==> src/rtl/simon_pkg.sv <==
// rtl/simon_pkg.sv - shared colour, arbiter-state and requester types for the sequence store
package simon_pkg;

    localparam int SEQ_DEPTH = 251;

    typedef enum logic [1:0] {
        RED    = 2'd0,
        GREEN  = 2'd1,
        BLUE   = 2'd2,
        YELLOW = 2'd3
    } color_t;

    typedef enum logic {
        RUN   = 1'b0,
        SCRUB = 1'b1
    } arb_state_t;

    typedef enum logic {
        PLAY = 1'b0,
        CHK  = 1'b1
    } requester_t;

endpackage

==> src/rtl/seq_mem_arbiter_if.sv <==
// rtl/seq_mem_arbiter_if.sv - requester/arbiter bundle for the colour-sequence store
interface seq_mem_arbiter_if #(
    parameter int AW = 8
);
    logic          clr;
    logic          wr_req;
    logic [1:0]    wr_color;
    logic          wr_gnt;
    logic          play_req;
    logic [AW-1:0] play_addr;
    logic          play_gnt;
    logic          play_vld;
    logic [1:0]    play_color;
    logic          chk_req;
    logic [AW-1:0] chk_addr;
    logic          chk_gnt;
    logic          chk_vld;
    logic [1:0]    chk_color;
    logic [AW-1:0] len;
    logic          full;
    logic          empty;
    logic          busy;
    logic          ovf;
    logic          oob;

    modport master (
        output clr, wr_req, wr_color, play_req, play_addr, chk_req, chk_addr,
        input  wr_gnt, play_gnt, play_vld, play_color, chk_gnt, chk_vld, chk_color,
        input  len, full, empty, busy, ovf, oob
    );

    modport slave (
        input  clr, wr_req, wr_color, play_req, play_addr, chk_req, chk_addr,
        output wr_gnt, play_gnt, play_vld, play_color, chk_gnt, chk_vld, chk_color,
        output len, full, empty, busy, ovf, oob
    );
endinterface

==> src/rtl/counter.sv <==
// rtl/counter.sv - up counter with enable and synchronous clear
module counter #(
    parameter int W = 8
) (
    input  logic         clk,
    input  logic         rst,
    input  logic         en,
    input  logic         rst_sync,
    output logic [W-1:0] count
);
    always_ff @(posedge clk or negedge rst) begin
        if (!rst) begin
            count <= '0;
        end else if (rst_sync) begin
            count <= '0;
        end else if (en) begin
            count <= count + 1'b1;
        end
    end
endmodule

==> src/rtl/seq_mem_ram.sv <==
// rtl/seq_mem_ram.sv - single-port colour array, synchronous write, registered read data
import simon_pkg::*;

module seq_mem_ram #(
    parameter int DEPTH = SEQ_DEPTH,
    parameter int IW    = 8
) (
    input  logic          clk,
    input  logic          we,
    input  logic          re,
    input  logic [IW-1:0] addr,
    input  color_t        wdata,
    output color_t        rdata
);
    color_t mem [DEPTH];

    // Contents are deliberately not reset; rdata holds until the next read.
    always_ff @(posedge clk) begin
        if (we) begin
            mem[addr] <= wdata;
        end else if (re) begin
            rdata <= mem[addr];
        end
    end
endmodule

==> src/rtl/seq_mem_arbiter.sv <==
// rtl/seq_mem_arbiter.sv - arbitrates append/playback/check access to the colour store and scrubs it on clear
import simon_pkg::*;

module seq_mem_arbiter #(
    parameter int DEPTH = SEQ_DEPTH,
    parameter int AW    = 8
) (
    input  logic             clk,
    input  logic             rst,
    seq_mem_arbiter_if.slave bus
);
    localparam int            IW       = (DEPTH > 1) ? $clog2(DEPTH) : 1;
    localparam logic [AW-1:0] DEPTH_V  = AW'(DEPTH);
    localparam logic [IW-1:0] LAST_IDX = IW'(DEPTH - 1);

    arb_state_t    state;
    requester_t    rr_last;
    logic [AW-1:0] len;
    logic          busy_r;
    logic          play_vld_r;
    logic          chk_vld_r;
    logic          oob_r;

    logic          scrubbing;
    logic          scrub_last;
    logic [IW-1:0] scrub_idx;
    logic          run_idle;
    logic          full;
    logic          wr_gnt;
    logic          wr_do;
    logic          play_gnt;
    logic          chk_gnt;
    logic          rd_gnt;
    logic [AW-1:0] rd_addr;

    logic          ram_we;
    logic          ram_re;
    logic [IW-1:0] ram_addr;
    color_t        ram_wdata;
    color_t        ram_rdata;

    assign full       = (len == DEPTH_V);
    assign scrubbing  = (state == SCRUB);
    assign scrub_last = scrubbing && (scrub_idx == LAST_IDX);

    // Writer first, then the lone reader, else the reader that did not win last.
    always_comb begin
        run_idle = (state == RUN) && !bus.clr;
        wr_gnt   = run_idle && bus.wr_req;
        play_gnt = run_idle && !bus.wr_req && bus.play_req && (!bus.chk_req || rr_last == CHK);
        chk_gnt  = run_idle && !bus.wr_req && bus.chk_req && (!bus.play_req || rr_last == PLAY);
        rd_gnt   = play_gnt || chk_gnt;
        rd_addr  = play_gnt ? bus.play_addr : bus.chk_addr;
        wr_do    = wr_gnt && !full;
    end

    // Reads at or past len never touch the array, so the index stays in range.
    always_comb begin
        ram_we    = scrubbing || wr_do;
        ram_re    = rd_gnt && (rd_addr < len);
        ram_wdata = scrubbing ? RED : color_t'(bus.wr_color);
        if (scrubbing) begin
            ram_addr = scrub_idx;
        end else if (wr_do) begin
            ram_addr = len[IW-1:0];
        end else begin
            ram_addr = rd_addr[IW-1:0];
        end
    end

    counter #(.W(IW)) u_scrub_cnt (
        .clk      (clk),
        .rst      (rst),
        .en       (scrubbing),
        .rst_sync (scrub_last),
        .count    (scrub_idx)
    );

    seq_mem_ram #(.DEPTH(DEPTH), .IW(IW)) u_ram (
        .clk   (clk),
        .we    (ram_we),
        .re    (ram_re),
        .addr  (ram_addr),
        .wdata (ram_wdata),
        .rdata (ram_rdata)
    );

    always_ff @(posedge clk or negedge rst) begin
        if (!rst) begin
            state      <= RUN;
            busy_r     <= 1'b0;
            len        <= '0;
            rr_last    <= CHK;
            play_vld_r <= 1'b0;
            chk_vld_r  <= 1'b0;
            oob_r      <= 1'b0;
        end else begin
            play_vld_r <= play_gnt;
            chk_vld_r  <= chk_gnt;
            oob_r      <= rd_gnt && (rd_addr >= len);
            if (chk_gnt) begin
                rr_last <= CHK;
            end else if (play_gnt) begin
                rr_last <= PLAY;
            end
            case (state)
                RUN: begin
                    if (bus.clr) begin
                        state  <= SCRUB;
                        busy_r <= 1'b1;
                        len    <= '0;
                    end else if (wr_do) begin
                        len <= len + 1'b1;
                    end
                end
                SCRUB: begin
                    if (scrub_last) begin
                        state  <= RUN;
                        busy_r <= 1'b0;
                    end
                end
                default: begin
                    state  <= RUN;
                    busy_r <= 1'b0;
                end
            endcase
        end
    end

    assign bus.wr_gnt     = wr_gnt;
    assign bus.play_gnt   = play_gnt;
    assign bus.chk_gnt    = chk_gnt;
    assign bus.play_vld   = play_vld_r;
    assign bus.chk_vld    = chk_vld_r;
    assign bus.play_color = (play_vld_r && !oob_r) ? ram_rdata : RED;
    assign bus.chk_color  = (chk_vld_r && !oob_r) ? ram_rdata : RED;
    assign bus.len        = len;
    assign bus.full       = full;
    assign bus.empty      = (len == '0);
    assign bus.busy       = busy_r;
    assign bus.ovf        = wr_gnt && full;
    assign bus.oob        = oob_r;
endmodule

==> src/flat_wrapper.sv <==
// flat-port wrapper written by rule: the top's interface ports become plain ports
module seq_mem_arbiter_flat 
#(
    parameter int DEPTH = SEQ_DEPTH,
    parameter int AW    = 8
)
  (clk, rst, bus_clr, bus_wr_req, bus_wr_color, bus_play_req, bus_play_addr, bus_chk_req, bus_chk_addr, bus_wr_gnt, bus_play_gnt, bus_play_vld, bus_play_color, bus_chk_gnt, bus_chk_vld, bus_chk_color, bus_len, bus_full, bus_empty, bus_busy, bus_ovf, bus_oob);
  seq_mem_arbiter_if #(.AW(AW)) bus_i ();
  input  logic clk;
  input  logic rst;
  input wire logic [$bits(bus_i.clr)-1:0] bus_clr;
  input wire logic [$bits(bus_i.wr_req)-1:0] bus_wr_req;
  input wire logic [$bits(bus_i.wr_color)-1:0] bus_wr_color;
  input wire logic [$bits(bus_i.play_req)-1:0] bus_play_req;
  input wire logic [$bits(bus_i.play_addr)-1:0] bus_play_addr;
  input wire logic [$bits(bus_i.chk_req)-1:0] bus_chk_req;
  input wire logic [$bits(bus_i.chk_addr)-1:0] bus_chk_addr;
  output wire logic [$bits(bus_i.wr_gnt)-1:0] bus_wr_gnt;
  output wire logic [$bits(bus_i.play_gnt)-1:0] bus_play_gnt;
  output wire logic [$bits(bus_i.play_vld)-1:0] bus_play_vld;
  output wire logic [$bits(bus_i.play_color)-1:0] bus_play_color;
  output wire logic [$bits(bus_i.chk_gnt)-1:0] bus_chk_gnt;
  output wire logic [$bits(bus_i.chk_vld)-1:0] bus_chk_vld;
  output wire logic [$bits(bus_i.chk_color)-1:0] bus_chk_color;
  output wire logic [$bits(bus_i.len)-1:0] bus_len;
  output wire logic [$bits(bus_i.full)-1:0] bus_full;
  output wire logic [$bits(bus_i.empty)-1:0] bus_empty;
  output wire logic [$bits(bus_i.busy)-1:0] bus_busy;
  output wire logic [$bits(bus_i.ovf)-1:0] bus_ovf;
  output wire logic [$bits(bus_i.oob)-1:0] bus_oob;
  assign bus_i.clr = bus_clr;
  assign bus_i.wr_req = bus_wr_req;
  assign bus_i.wr_color = bus_wr_color;
  assign bus_i.play_req = bus_play_req;
  assign bus_i.play_addr = bus_play_addr;
  assign bus_i.chk_req = bus_chk_req;
  assign bus_i.chk_addr = bus_chk_addr;
  assign bus_wr_gnt = bus_i.wr_gnt;
  assign bus_play_gnt = bus_i.play_gnt;
  assign bus_play_vld = bus_i.play_vld;
  assign bus_play_color = bus_i.play_color;
  assign bus_chk_gnt = bus_i.chk_gnt;
  assign bus_chk_vld = bus_i.chk_vld;
  assign bus_chk_color = bus_i.chk_color;
  assign bus_len = bus_i.len;
  assign bus_full = bus_i.full;
  assign bus_empty = bus_i.empty;
  assign bus_busy = bus_i.busy;
  assign bus_ovf = bus_i.ovf;
  assign bus_oob = bus_i.oob;
  seq_mem_arbiter #(.DEPTH(DEPTH), .AW(AW)) u_core (.clk(clk), .rst(rst), .bus(bus_i));
endmodule
==> config.mk <==
export PLATFORM = sky130hd
export DESIGN_NAME = seq_mem_arbiter_flat
export DESIGN_NICKNAME = d
export VERILOG_FILES = /design/src/rtl/simon_pkg.sv /design/src/rtl/seq_mem_arbiter_if.sv /design/src/rtl/counter.sv /design/src/rtl/seq_mem_ram.sv /design/src/rtl/seq_mem_arbiter.sv /design/src/flat_wrapper.sv
export SDC_FILE = /design/constraint.sdc
export NUM_CORES = 1
export LEC_CHECK = 0
export ABC_AREA = 1
export BUFFER_PORTS_ARGS = -buffer_cell sky130_fd_sc_hd__buf_2
export CORE_ASPECT_RATIO = 1.1
export CORE_MARGIN = 2
export CORE_UTILIZATION = 30
export DETAILED_ROUTE_END_ITERATION = 10
export GPL_TIMING_DRIVEN = 0
export PLACE_DENSITY_LB_ADDON = 0.08
export SLEW_MARGIN = 10
export SYNTH_ARGS = -nofsm -noshare
export SYNTH_HDL_FRONTEND = slang
export SYNTH_SLANG_ARGS = --single-unit
==> constraint.sdc <==
create_clock -name clk -period 8.67 [get_ports clk]
set_input_delay 1.3005 -clock clk [delete_from_list [all_inputs] [get_ports clk]]
set_output_delay 1.3005 -clock clk [all_outputs]
set_load 0.02 [all_outputs]
======== After elaboration in Yosys (flattened, before gate mapping) ========
Memory sizes are Yosys's and may differ from the RTL's. A register that Yosys moved wholly into a read port is not among the register bits.
Index checks and enable logic that the tools add are counted.
operators by class
  eq/ne operators ......................... 4
  multiplexer cells ....................... 20
  $lt $le $gt $ge ......................... 2
  add/subtract/negate cells ............... 2
  reduce and logical (&&, ||, !) cells .... 31
  bitwise operators ....................... 3
operators by type and width
  operator                                                       number
  8-bit two-way mux                                              7
  8-bit by 1-bit adder with 8-bit output, second input constant  2
  8-bit == test, second input constant                           2
  1-bit logical AND                                              14
  8-bit >= comparator                                            1
  8-bit logical NOT                                              1
  8-bit < comparator                                             1
  1-bit two-way mux                                              8
  1-bit logical NOT                                              6
  2-bit two-way mux                                              3
  2-bit AND reduction                                            3
  2-bit nonzero test                                             3
  1-bit logical OR                                               4
  2-bit != test, second input constant                           2
  1-bit one-hot mux with 2 select lines                          2
  1-bit inverter                                                 3
word-level totals
  output and inout port bits .............. 22
  memory bits (writable) .................. 502
  word-level logic and storage cells ...... 71
  memories kept ........................... 1
  register bits after elaboration ......... 22
memories
  memory            depth  width  rd ports  clocked after memory_dff  wr ports  RTL line           source
  u_core.u_ram.mem  251    2      1         1                         1         seq_mem_ram.sv:15  color_t mem [DEPTH];

======== Depth between registers and ports, before layout ========
Gate-level depths: netlist of the first run.
  depth in word-level cells ............... 9
  gate-level depth with buffers ........... 24
  depth with buffers taken out ............ 21

======== Modules after synthesis ========
Synthesis of the first run repeated with hierarchy kept, for this count alone.
unflattened totals
  cell total of the unflattened synthesis .. 2,576
  area, all modules ....................... 24,006.8 µm²
modules (own cells, without submodules)
  module           times used  area an instance (µm²)  cells an instance
  seq_mem_ram      1           22,087.4                2,288
  seq_mem_arbiter  1           1,446.4                 228
  counter          1           473.0                   60

======== Worst setup path after synthesis of the first run ========
Ideal clock, no wire load.
  kind .................................... input to register
  from .................................... in bus_wr_color[0]
  to ...................................... mem u_core.u_ram.mem[0][0] (netlist name) (data pin)
  data arrival time ....................... 7.162 ns
  setup slack ............................. 0.126 ns
  cell stages on the path ................. 2
  data required time ...................... 7.287 ns
  library setup time ...................... 1.383 ns
  cell sequence ........................... inv_1 -> nor2_1
between the ends
  longest elaborated chain between the ends .. 1
RTL lines
  what                           RTL line               source
  start, declared                flat_wrapper.sv:13     input wire logic [$bits(bus_i.wr_color)-1:0] bus_wr_color;
  2-bit two-way mux              seq_mem_arbiter.sv:61  ram_wdata = scrubbing ? RED : color_t'(bus.wr_color);
  named net u_core.ram_wdata[0]  seq_mem_arbiter.sv:39  color_t ram_wdata;
  end, declared                  seq_mem_ram.sv:15
The timed path passes the listed nets, and every way through them passes these cells.

======== Worst setup path after layout of the first run ========
  from .................................... in bus_clr
  to ...................................... mem u_core.u_ram.mem[143][1] (netlist name) (enable)
between the ends
  longest elaborated chain between the ends .. 8
  elaborated cells between the ends (all ways) .. 13
RTL lines
  what                            RTL line               source
  start, declared                 flat_wrapper.sv:11     input wire logic [$bits(bus_i.clr)-1:0] bus_clr;
  1-bit logical NOT (*)           seq_mem_arbiter.sv:48  run_idle = (state == RUN) && !bus.clr;
  1-bit logical AND (*)           seq_mem_arbiter.sv:48
  1-bit logical AND (3 in a row)  seq_mem_arbiter.sv:50  play_gnt = run_idle && !bus.wr_req && bus.play_req && (!bus.chk_req || rr_last == CHK);
  8-bit two-way mux               seq_mem_arbiter.sv:53  rd_addr = play_gnt ? bus.play_addr : bus.chk_addr;
  8-bit two-way mux               seq_mem_arbiter.sv:64  end else if (wr_do) begin
  8-bit two-way mux               seq_mem_arbiter.sv:62  if (scrubbing) begin
Mark *: on every way between the ends. The rest lies on a longest branch, timed or not.

==> run summary, run 1 <==
Vias in the first global route = 18,600
Global-route wire length before repair = 127,000 um
MaxCap Viol Count = 0
Root buffer cell = clkbuf_16
Residual DRC = 0
Hold_ws = 480 ps
Syn Nets = 2,621
Yosys warns = 0
CP required = 8960 ps
Count of pins over their slew limit = 0
Average size of a mapped cell = 9.41 um2
Core Region = 0.0803 mm2
Slew HR = 20.6%
Final period utilization = 56.5%
Dominant synthesized flop cell = edfxtp_1
Unrepaired setup endpoints after global routing = false
Setup bufs post-CTS = 0
CTS Hold Bufs = 0
Min-Delay Path Depth = 2
Reg2reg path depth = 12
GRT Total Usage = 21.0%
Pwr dens = 183 mW/mm2
Die height = 303 um
Hold/Removal Path Class = flop to flop
Latest clock arrival within the worst-skew pair = 620 ps
Final Setup Violations = 0
CP max FO = 10
Reg clk slew, reported paths = 60 ps
CTS tree = done
CP arrival = 5190 ps
P&R area growth vs syn = 15.2%
Family with the most delay on the worst path = simple AND/OR/NAND/NOR gates
Resized cells post-CTS = 0
Unique masters post-synth = 40
IO Port Bufs = 45
H-Tree Depth = 2
CP Buf/Inv Count = 6
Syn Std Cell Area = 0.0243 mm2
Drt first pass iters = 5
Antenna cells = 0
Reg area = 0.0157 mm2
Crit path cell chain = buf_2, inv_1, nand2_2, nor2_2, nand2_1, nand2_1, nand2_1, nand2_2, nand3_2, inv_2, buf_4, buf_2, nand4_1, clkbuf_1, nor2_1
Multi-input logic area = 0.00766 mm2
CP Depth = 15
Placed Cells = 3,701
Crit. End Element = flop
Via count = 18,700
Post-Layout Cell Count = 3,805
Grt ovf = 0
Skew final = 20.8 ps
Number of synthesized flops with an enable pin = 504
Placer congestion estimate = 0.934
Achievable Freq = 204 MHz
Status = complete, no violations
Initial antenna violation count = 2
Share of layout cells above drive strength 1 = 9.23%
Crit Path Class = primary input to flop
Die W = 275 um
Final min period = 4900 ps
Worst slew pin tran = 1190 ps
Starting Density = 30.3%
Worst path slowest cell = nand4_1
Full die area = 0.0834 mm2
Filler cell count in the final layout = 8,319
Initial DRC Count = 1,576
Largest net degree at the start of global routing = 37
Io pins = 46
Leak = 11.0 nW
Wirelength per Cell = 23.0 um
Crit path largest cell delay = 730 ps
Async SR Flop Fraction = 4.18%
Via-to-Cell Ratio = 4.93
Critical path's most frequent cell = nand2_1
Post-DP HPWL = 61,900 um
Setup crit start kind = primary input
Final Net Count = 2,744
Yosys reg bits = 526
Dpl cell area = 0.0263 mm2
Post-synthesis cell count = 2,585
Clock Path Buffers = 3
Design Area, Final = 0.0280 mm2
CTS sink count = 526
Overall Power = 0.00513 W
Post-route ant nets = 0
Row cnt = 109
DRT Wirelength = 87,300 um
Final hold vios = 0
Max VDD drop = 0.000146 V
Num CTS Buffers = 59
Post-synthesis sequential area ratio = 64.5%
[cell families after synthesis]
logic type               after synthesis  share of synthesized area [%]
AO/OA/AOI/OAI                         79                           1.79
XOR/XNOR                               1                         0.0360
adder cells (fa/ha/maj)               12                          0.617
buffers and inverters                230                           4.07
flip-flops                           526                           64.5
AND/OR/NAND/NOR                     1737                           29.0
[state kept, by name (all words and copies together) (netlist names)]
register / cells
u_core.u_ram.rdata: 2
u_core.bus.len: 8
u_core.rr_last: 1
u_core.bus.oob: 1
u_core.bus.chk_vld: 1
u_core.scrubbing: 1
u_core.bus.play_vld: 1
u_core.bus.busy: 1
u_core.u_scrub_cnt.count: 8
u_core.u_ram.mem: 502
[metal layers]
layer / routed length [um] / share of wire [%] / track usage (%)
met5: 0 / 0 / 0
met4: 2490 / 2.8 / 6.02
met3: 4330 / 5.0 / 2.92
met2: 43100 / 49 / 37.0
met1: 37400 / 43 / 26.9
[cell usage after synthesis, drive strengths merged (2+ instances only)]
master / count / share of area [%]
and3: 2 / 0.051
or2: 5 / 0.13
nand3: 22 / 0.47
nand3b: 2 / 0.062
nor4: 2 / 0.051
o21ai: 49 / 1.0
ha: 12 / 0.62
nand2: 1235 / 19
o22ai: 7 / 0.18
buf: 100 / 2.1
nand4: 161 / 4.2
clkbuf: 66 / 1.0
nor2: 300 / 4.8
edfxtp: 504 / 62
a21oi: 19 / 0.45
dfrtp: 21 / 2.2
nor3: 7 / 0.14
inv: 64 / 1.0
[layout by cell type (no fill, tap or decap), types with 24 or more instances in the layout]
| master | count |
|---|---|
| nand4_1 | 159 |
| nor2_1 | 292 |
| nand2_1 | 1231 |
| edfxtp_1 | 504 |
| buf_2 | 126 |
| o21ai_1 | 24 |
| clkbuf_16 | 59 |
| inv_1 | 54 |
| o21ai_0 | 24 |
| clkbuf_1 | 83 |
[layout make-up]
class,instances,share of cell area (%)
Clock buffer,82,5.79
Sequential cell,526,56.0
Buffer,166,2.67
Tap cell,1054,4.71
Timing Repair Buffer,62,2.13
Multi-Input combinational cell,1829,27.3
Inverter,64,0.866
Clock inverter,22,0.536
[where the power goes]
group	internal, W	total (W)	switching (W)	leakage (nW)
registers	0.00274	0.00275	0.00000196	4.71
logic	0.0000108	0.0000270	0.0000162	5.42
clock network	0.00135	0.00236	0.00101	0.863
total	0.00410	0.00513	0.00103	11.0
[through the flow]
step	util [%]	setup WS, ps	TNS, ps
floorplan	-	126	0
global placement	32.2	-9460	-4733710
detailed placement	32.7	3120	0
CTS	34.9	3750	0
global route	34.9	3610	0
finish	34.9	3770	0
[worst register-to-register path: cells and delay by family (launching register included)]
family	cells	cell delay, ps
AO/OA/AOI/OAI	1	290
flip-flops	1	450
buffers and inverters	3	1360
AND/OR/NAND/NOR	7	2020
adder cells (fa/ha/maj)	1	220
[final timing paths]
kind                                                to  slack [ps]         startpoint
hold / removal                         u_core.bus.busy         480    u_core.bus.busy
max in group asynchronous               u_core.rr_last        7620                rst
setup reg to reg               u_core.u_ram.mem[94][0]        4000  u_core.bus.len[0]
setup / recovery              u_core.u_ram.mem[143][1]        3770            bus_clr
min in group asynchronous  u_core.u_scrub_cnt.count[2]         670                rst
hold reg to reg                        u_core.bus.busy         480    u_core.bus.busy
(Power assumes the default switching activity.)
==> inputs of run 2 (changes only) <==
Clock period 8.67 ns to 4.4 ns, I/O delays scaled along.
==> run 2 against run 1 <==
Net effect: routed wire length up 0.19%; clock power up 120%; die area unchanged; setup slack worse by 3600 ps; cell count up 0.21%; sequential power up 97%; clock-buffer cell count down 9; flip-flop and latch count unchanged; largest power group unchanged.
==> run summary, run 2 (synthesis gave the netlist of run 1 again) <==
CP required = 4710 ps (-4250 ps)
Final hold vios = 0 (unchanged)
Dpl cell area = 0.0262 mm2 (about the same)
CTS tree = done
Global-route wire length before repair = 125,000 um (-0.99%)
Crit path cell chain = ha_1, nand2_1, nor2_1, nand2_2, a21oi_4, nand2_2, nand3_2, buf_2, buf_2, nand4_1, buf_2, nor2_1
Unrepaired setup endpoints after global routing = false
Post-route ant nets = 0 (unchanged)
Status = complete, no violations
DRT Wirelength = 87,500 um (+0.19%)
P&R area growth vs syn = 16.4%
Max VDD drop = 0.000305 V (+110%)
H-Tree Depth = 2 (unchanged)
Multi-input logic area = 0.00767 mm2 (+0.16%)
CTS sink count = 526 (unchanged)
Via-to-Cell Ratio = 4.93 (about the same)
Final Setup Violations = 0 (unchanged)
Count of pins over their slew limit = 0 (unchanged)
Crit path largest cell delay = 580 ps (-150 ps)
Most frequent cells in the layout = nand2_1 (1,231), edfxtp_1 (504), nor2_1 (291)
Commonest non-fill, non-tap cell in the layout = nand2_1
Antenna cells = 0 (unchanged)
Vias in the first global route = 18,400 (-1.0%)
Worst slew pin tran = 1060 ps (-132 ps)
Crit. End Element = flop
Clock Path Buffers = 3 (unchanged)
Die height = 303 um (unchanged)
Placer congestion estimate = 0.949 (+1.6%)
Biggest regs = u_core.u_ram.mem (502), u_core.bus.len (8), u_core.u_scrub_cnt.count (8)
Hold_ws = 20.2 ps (-460 ps)
Core Region = 0.0803 mm2 (unchanged)
Via count = 18,800 (+0.26%)
CTS Hold Bufs = 0 (unchanged)
Die W = 275 um (unchanged)
Wirelength per Cell = 23.0 um (about the same)
Achievable Freq = 238 MHz
Reg area = 0.0157 mm2 (unchanged)
Skew final = 18.5 ps (-2.30 ps)
Starting Density = 30.3% (unchanged)
Reg clk slew, reported paths = 60 ps (about the same)
Max FFs per register = 502 (unchanged)
Hold/Removal Path Class = primary input to asynchronous set/reset pin
Worst path slowest cell = nand4_1
Root buffer cell = clkbuf_16
Design Area, Final = 0.0283 mm2 (+1.0%)
Initial DRC Count = 1,559 (-1.1%)
Final Net Count = 2,749 (+0.18%)
Post-DP HPWL = 61,400 um (-0.69%)
Grt ovf = 0 (unchanged)
Leak = 11.1 nW (+1.2%)
Slew HR = 29.4% (+8.8 points)
Initial antenna violation count = 1 (-1)
Post-route setup TNS = 0 ps (unchanged)
Critical path's most frequent cell = buf_2
Final period utilization = 95.5%
MaxCap Viol Count = 0 (unchanged)
Crit Path Class = flop to flop
Biggest register = u_core.u_ram.mem
Reg2reg path depth = 12 (unchanged)
CP arrival = 4510 ps (-680 ps)
Filler cell count in the final layout = 8,211 (-1.3%)
Drt first pass iters = 7 (+2)
IO Port Bufs = 45 (unchanged)
Largest net degree at the start of global routing = 35 (-5.4%)
Io pins = 46 (unchanged)
Setup crit start kind = flop
Overall Power = 0.0107 W (+110%)
Final Util = 35.2% (+0.36 points)
Num CTS Buffers = 60 (+1.7%)
CP max FO = 10 (unchanged)
Latest clock arrival within the worst-skew pair = 630 ps (about the same)
Share of layout cells above drive strength 1 = 9.93% (+0.70 points)
GRT Total Usage = 21.0% (-0.062 points)
Residual DRC = 0 (unchanged)
Full die area = 0.0834 mm2 (unchanged)
Final min period = 4200 ps
Row cnt = 109 (unchanged)
Pwr dens = 377 mW/mm2 (+110%)
run 2: worst max-delay path, delay by kind of cell (launching register included):
kind | cells | cell delay (ps)
compound gates | 1 | 300
fa+ha+maj | 1 | 220
simple gates | 7 | 1740
buf+inv | 3 | 1170
flops | 1 | 430
run 2: repair_timing:
item | in CTS | in global routing
setup endpoints to repair | 40 | 49
setup buffers | 4 | 0
hold endpoints to repair | 0 | 0
gates resized for setup | 0 | 15
pin swaps | 2 | 0
run 2: per-stage QoR:
step | cells | setup WS [ps]
global route | 3813 | 27.1
CTS | 3813 | 81.1
global placement | 3684 | -2290
detailed placement | 3701 | -529
finish | 3813 | 199
floorplan | 2585 | 1090
run 2: final timing paths:
kind / endpoint / slack [ps] / startpoint
min in group clk: u_core.rr_last / 360 / bus_chk_req
worst min register to register: u_core.bus.busy / 470 / u_core.bus.busy
worst max register to register: u_core.u_ram.mem[218][1] / 200 / u_core.bus.len[0]
max in group asynchronous: u_core.rr_last / 4000 / rst
worst max-delay path: u_core.u_ram.mem[218][1] / 200 / u_core.bus.len[0]
worst min-delay path: u_core.u_scrub_cnt.count[5] / 20 / rst
run 2: layer usage:
layer  global-route usage (%)  part of all wire (%)  vias up
li1                         -                     -     8858
met1                     26.5                    42     9189
met2                     35.5                    47      577
met3                     3.38                   5.7      162
met4                     9.10                   4.7        2
met5                        0                 0.015        -
run 2: cell type report:
type | instances | area share (%)
clock inverters | 35 | 1.52
repair buffers | 66 | 2.18
flip-flops and latches | 526 | 55.4
plain buffers | 166 | 2.66
clock buffers | 73 | 5.63
inverters | 64 | 0.857
multi-input cells | 1829 | 27.1
well taps | 1054 | 4.66
run 2: power by group:
part           internal [W]   total, W  leakage (nW)  switching, W
sequential          0.00541    0.00541          4.71    0.00000372
clock               0.00314    0.00522         0.976       0.00209
combinational     0.0000213  0.0000529          5.44     0.0000316
total               0.00856     0.0107          11.1       0.00212
==> inputs of run 3 (changes only) <==
Settings changed: ABC_AREA 1 to unset.
==> run 3 against run 2 <==
Net effect: worst hold slack gained 0.53 ps; via count shrank 29%; first-iteration DRC count shrank 29%; synthesized cell count shrank 45%; clock skew is essentially flat; cell area shrank 7.3%; clock power shrank 4%; global-route usage shrank 1.6 points; core utilization grew 0.52 points; sequential share of layout area grew 4.4 points; largest power group unchanged.
==> run summary, run 3 <==
Yosys reg bits = 526 (unchanged)
XOR/XNOR Fraction of Synth Area = 0.236% (+0.20 points)
Worst setup endpoint = u_core.u_ram.rdata[0]
Share of layout cells above drive strength 1 = 22.5% (+13 points)
Post-synth top area cell = edfxtp_1
Final period utilization = 96.8% (+1.3 points)
Io pins = 46 (unchanged)
Pwr dens = 551 mW/mm2 (+46%)
Post-Synth Adder-Cell Area = 0.674% (+0.057 points)
Metal-1 WL = 31,800 um (-14%)
Family with the most delay on the worst path = simple AND/OR/NAND/NOR gates
Largest net degree at the start of global routing = 43 (+23%)
Yosys warns = 0 (unchanged)
Overall Power = 0.0145 W (+35%)
Crit. End Element = flop
Final Setup Violations = 0 (unchanged)
Reg2reg start = u_core.scrubbing
Unique masters post-synth = 70 (+75%)
Synth Area in Simple Gates = 8.69% (-20 points)
Largest family of logic cells by synthesized area = multiplexers
Hold/Removal Path Class = primary input to asynchronous set/reset pin
Post-DP HPWL = 48,900 um (-20%)
Via-to-Cell Ratio = 5.23 (+6.1%)
Final Net Count = 1,570 (-43%)
Worst slew pin tran = 1140 ps (+83.1 ps)
Row cnt = 104 (-4.6%)
Post-synthesis sequential area ratio = 70.4% (+5.9 points)
Core Region = 0.0734 mm2 (-8.6%)
Crit Path Class = flop to flop
Placer congestion estimate = 0.809 (-15%)
Number of synthesized flops with an enable pin = 504 (unchanged)
Max VDD drop = 0.000426 V (+40%)
Top cells by count, synth = edfxtp_1 (504), nor2_1 (275), mux4_2 (99)
Setup WS pre-CTS = -1190 ps (-662 ps)
PnR worst setup slack = 140 ps (-58.9 ps)
CTS tree = done
Post-synthesis mux area share = 11.0% (+11 points)
Crit path largest cell delay = 370 ps (-210 ps)
Wirelength per Cell = 29.0 um (+26%)
Die height = 290 um (-4.3%)
Syn Std Cell Area = 0.0223 mm2 (-8.4%)
CP required = 4750 ps (+40 ps)
P&R area growth vs syn = 17.9%
Starting Density = 30.3% (+0.068 points)
Reg2reg path depth = 15 (+3)
Die W = 264 um (-4.2%)
MaxCap Viol Count = 0 (unchanged)
CP Depth = 15 (+3)
Synth area leaders = edfxtp_1 (68%), mux4_2 (10%), nor2_1 (4.6%)
Worst path slowest cell = buf_4
Dominant synthesized flop cell = edfxtp_1
CP Buf/Inv Count = 5 (+2)
Syn Nets = 1,446 (-45%)
CP Launch Point = u_core.scrubbing
Max layer used = met5
Average size of a mapped cell = 15.8 um2 (+68%)
Final min period = 4260 ps (+58.9 ps)
Biggest register = u_core.u_ram.mem
Metal3 WL = 3200 um (-36%)
Met2 routed WL = 36,900 um (-11%)
Initial antenna violation count = 1 (unchanged)
Status = complete, no violations
Leak = 8.47 nW (-24%)
Full die area = 0.0764 mm2 (-8.3%)
Placed Cells = 2,425 (-34%)
Post-synthesis cell count = 1,410 (-45%)
CP arrival = 4610 ps (+100 ps)
Biggest regs = u_core.u_ram.mem (502), u_core.bus.len (8), u_core.u_scrub_cnt.count (8)
Global-route wire length before repair = 104,000 um (-17%)
Slew HR = 23.2% (-6.2 points)
CP max FO = 10 (unchanged)
Commonest non-fill, non-tap cell in the layout = edfxtp_1
Residual DRC = 0 (unchanged)
Max FFs per register = 502 (unchanged)
CTS Hold Bufs = 0 (unchanged)
IO Port Bufs = 45 (unchanged)
Reg-to-Reg End = u_core.u_ram.rdata[0]
Count of pins over their slew limit = 0 (unchanged)
Final hold vios = 0 (unchanged)
Initial DRC Count = 1,107 (-29%)
Skew final = 18.4 ps (-0.0322 ps)
Post-Layout Cell Count = 2,540 (-33%)
Vias in the first global route = 14,000 (-24%)
Design Area, Final = 0.0262 mm2 (-7.3%)
Clock Path Buffers = 3 (unchanged)
H-Tree Depth = 2 (unchanged)
CTS sink count = 526 (unchanged)
Post-synth top area share = 68.0% (+5.7 points)
Drt first pass iters = 5 (-2)
Crit path cell chain = buf_2, nor2_1, nand2_2, inv_4, o22ai_4, buf_4, and3_1, nor2_4, buf_4, buf_4, mux4_2, a22o_1, o21ai_0, nand4_1, and4_1
Via count = 13,300 (-29%)
Synth Area in Compound Gates = 6.60% (+4.8 points)
Setup slack, reg-to-reg = 140 ps (-60 ps)
Num CTS Buffers = 59 (-1.7%)
Grt ovf = 0 (unchanged)
Latest clock arrival within the worst-skew pair = 630 ps (about the same)
Most frequent cells in the layout = edfxtp_1 (504), nor2_1 (273), mux4_2 (99)
Critical path's most frequent cell = buf_4
Reg clk slew, reported paths = 60 ps (about the same)
Dpl cell area = 0.0241 mm2 (-8.3%)
Post-route ant nets = 0 (unchanged)
Root buffer cell = clkbuf_16
Setup crit start kind = flop
Achievable Freq = 235 MHz (-1.4%)
Async SR Flop Fraction = 4.18% (unchanged)
Top-count cell post-synth = edfxtp_1
DRT Wirelength = 73,700 um (-16%)
GRT Total Usage = 19.3% (-1.6 points)
==> run 3: changes by cell type after synthesis, sizes merged, moves of 13 or more <==
cell / change
inv: -45
buf: -67
a22o: +41
mux4: +99
mux2: +13
nand2: -1163
nor2: -24
nand4: -144
==> run 3: worst min path at each step <==
stage | to | slack (ps) | cells past startpoint | startpoint
after global placement | u_core.rr_last | 520 | 1 | u_core.rr_last
after detailed placement | u_core.rr_last | 520 | 1 | u_core.rr_last
after CTS | u_core.bus.len[6] | 20 | 1 | rst
final | u_core.bus.len[4] | 20 | 1 | rst
after floorplan | u_core.bus.busy | 360 | 0 | rst
after global routing | u_core.bus.len[5] | 50 | 1 | rst
==> run 3: layer usage <==
| layer | GRT usage, % | up-vias |
|---|---|---|
| met5 | 0 | - |
| met1 | 25.2 | 7035 |
| li1 | - | 5786 |
| met2 | 34.0 | 347 |
| met4 | 4.83 | 2 |
| met3 | 2.87 | 106 |
==> run 3: report_power, final <==
group	switching, W	internal (W)
sequential	0.0000786	0.00553
clock	0.00207	0.00296
combinational	0.00269	0.00114
total	0.00484	0.00963
==> run 3: metrics by stage <==
stage	util (%)	TNS [ps]	hold slack [ps]
3_5_place_dp	32.8	-240830	520
3_3_place_gp	32.3	-3029710	518
4_1_cts	35.7	-12.9	20.8
2_1_floorplan	-	-390790	364
6_report	35.8	0	20.8
5_1_grt	35.8	-28.2	50.4
==> run 3: timing repair <==
item / 4_1_cts / 5_1_grt
cloned: 0 / 0
hold endpoints to repair: 0 / 0
pin swaps: 1 / 0
setup endpoints to repair: 400 / 310
gates resized for setup: 63 / 24
buffers inserted: 2 / 0
==> run 3: layout make-up <==
cell class	count	area (um2)
Clock inverter	40	403
Buffer	88	526
Sequential cell	526	15700
Fill cell	7104	47100
Tap cell	954	1190
Antenna cell	1	2.50
Timing Repair Buffer	63	586
Inverter	20	77.6
Multi-Input combinational cell	776	6230
Clock buffer	72	1550
==> run 3: logic make-up after synthesis <==
family                   Yosys count
buffers and inverters            108
flip-flops                       526
XOR/XNOR                           6
AND/OR/NAND/NOR                  442
multiplexers                     120
AO/OA/AOI/OAI                    196
adder cells (fa/ha/maj)           12
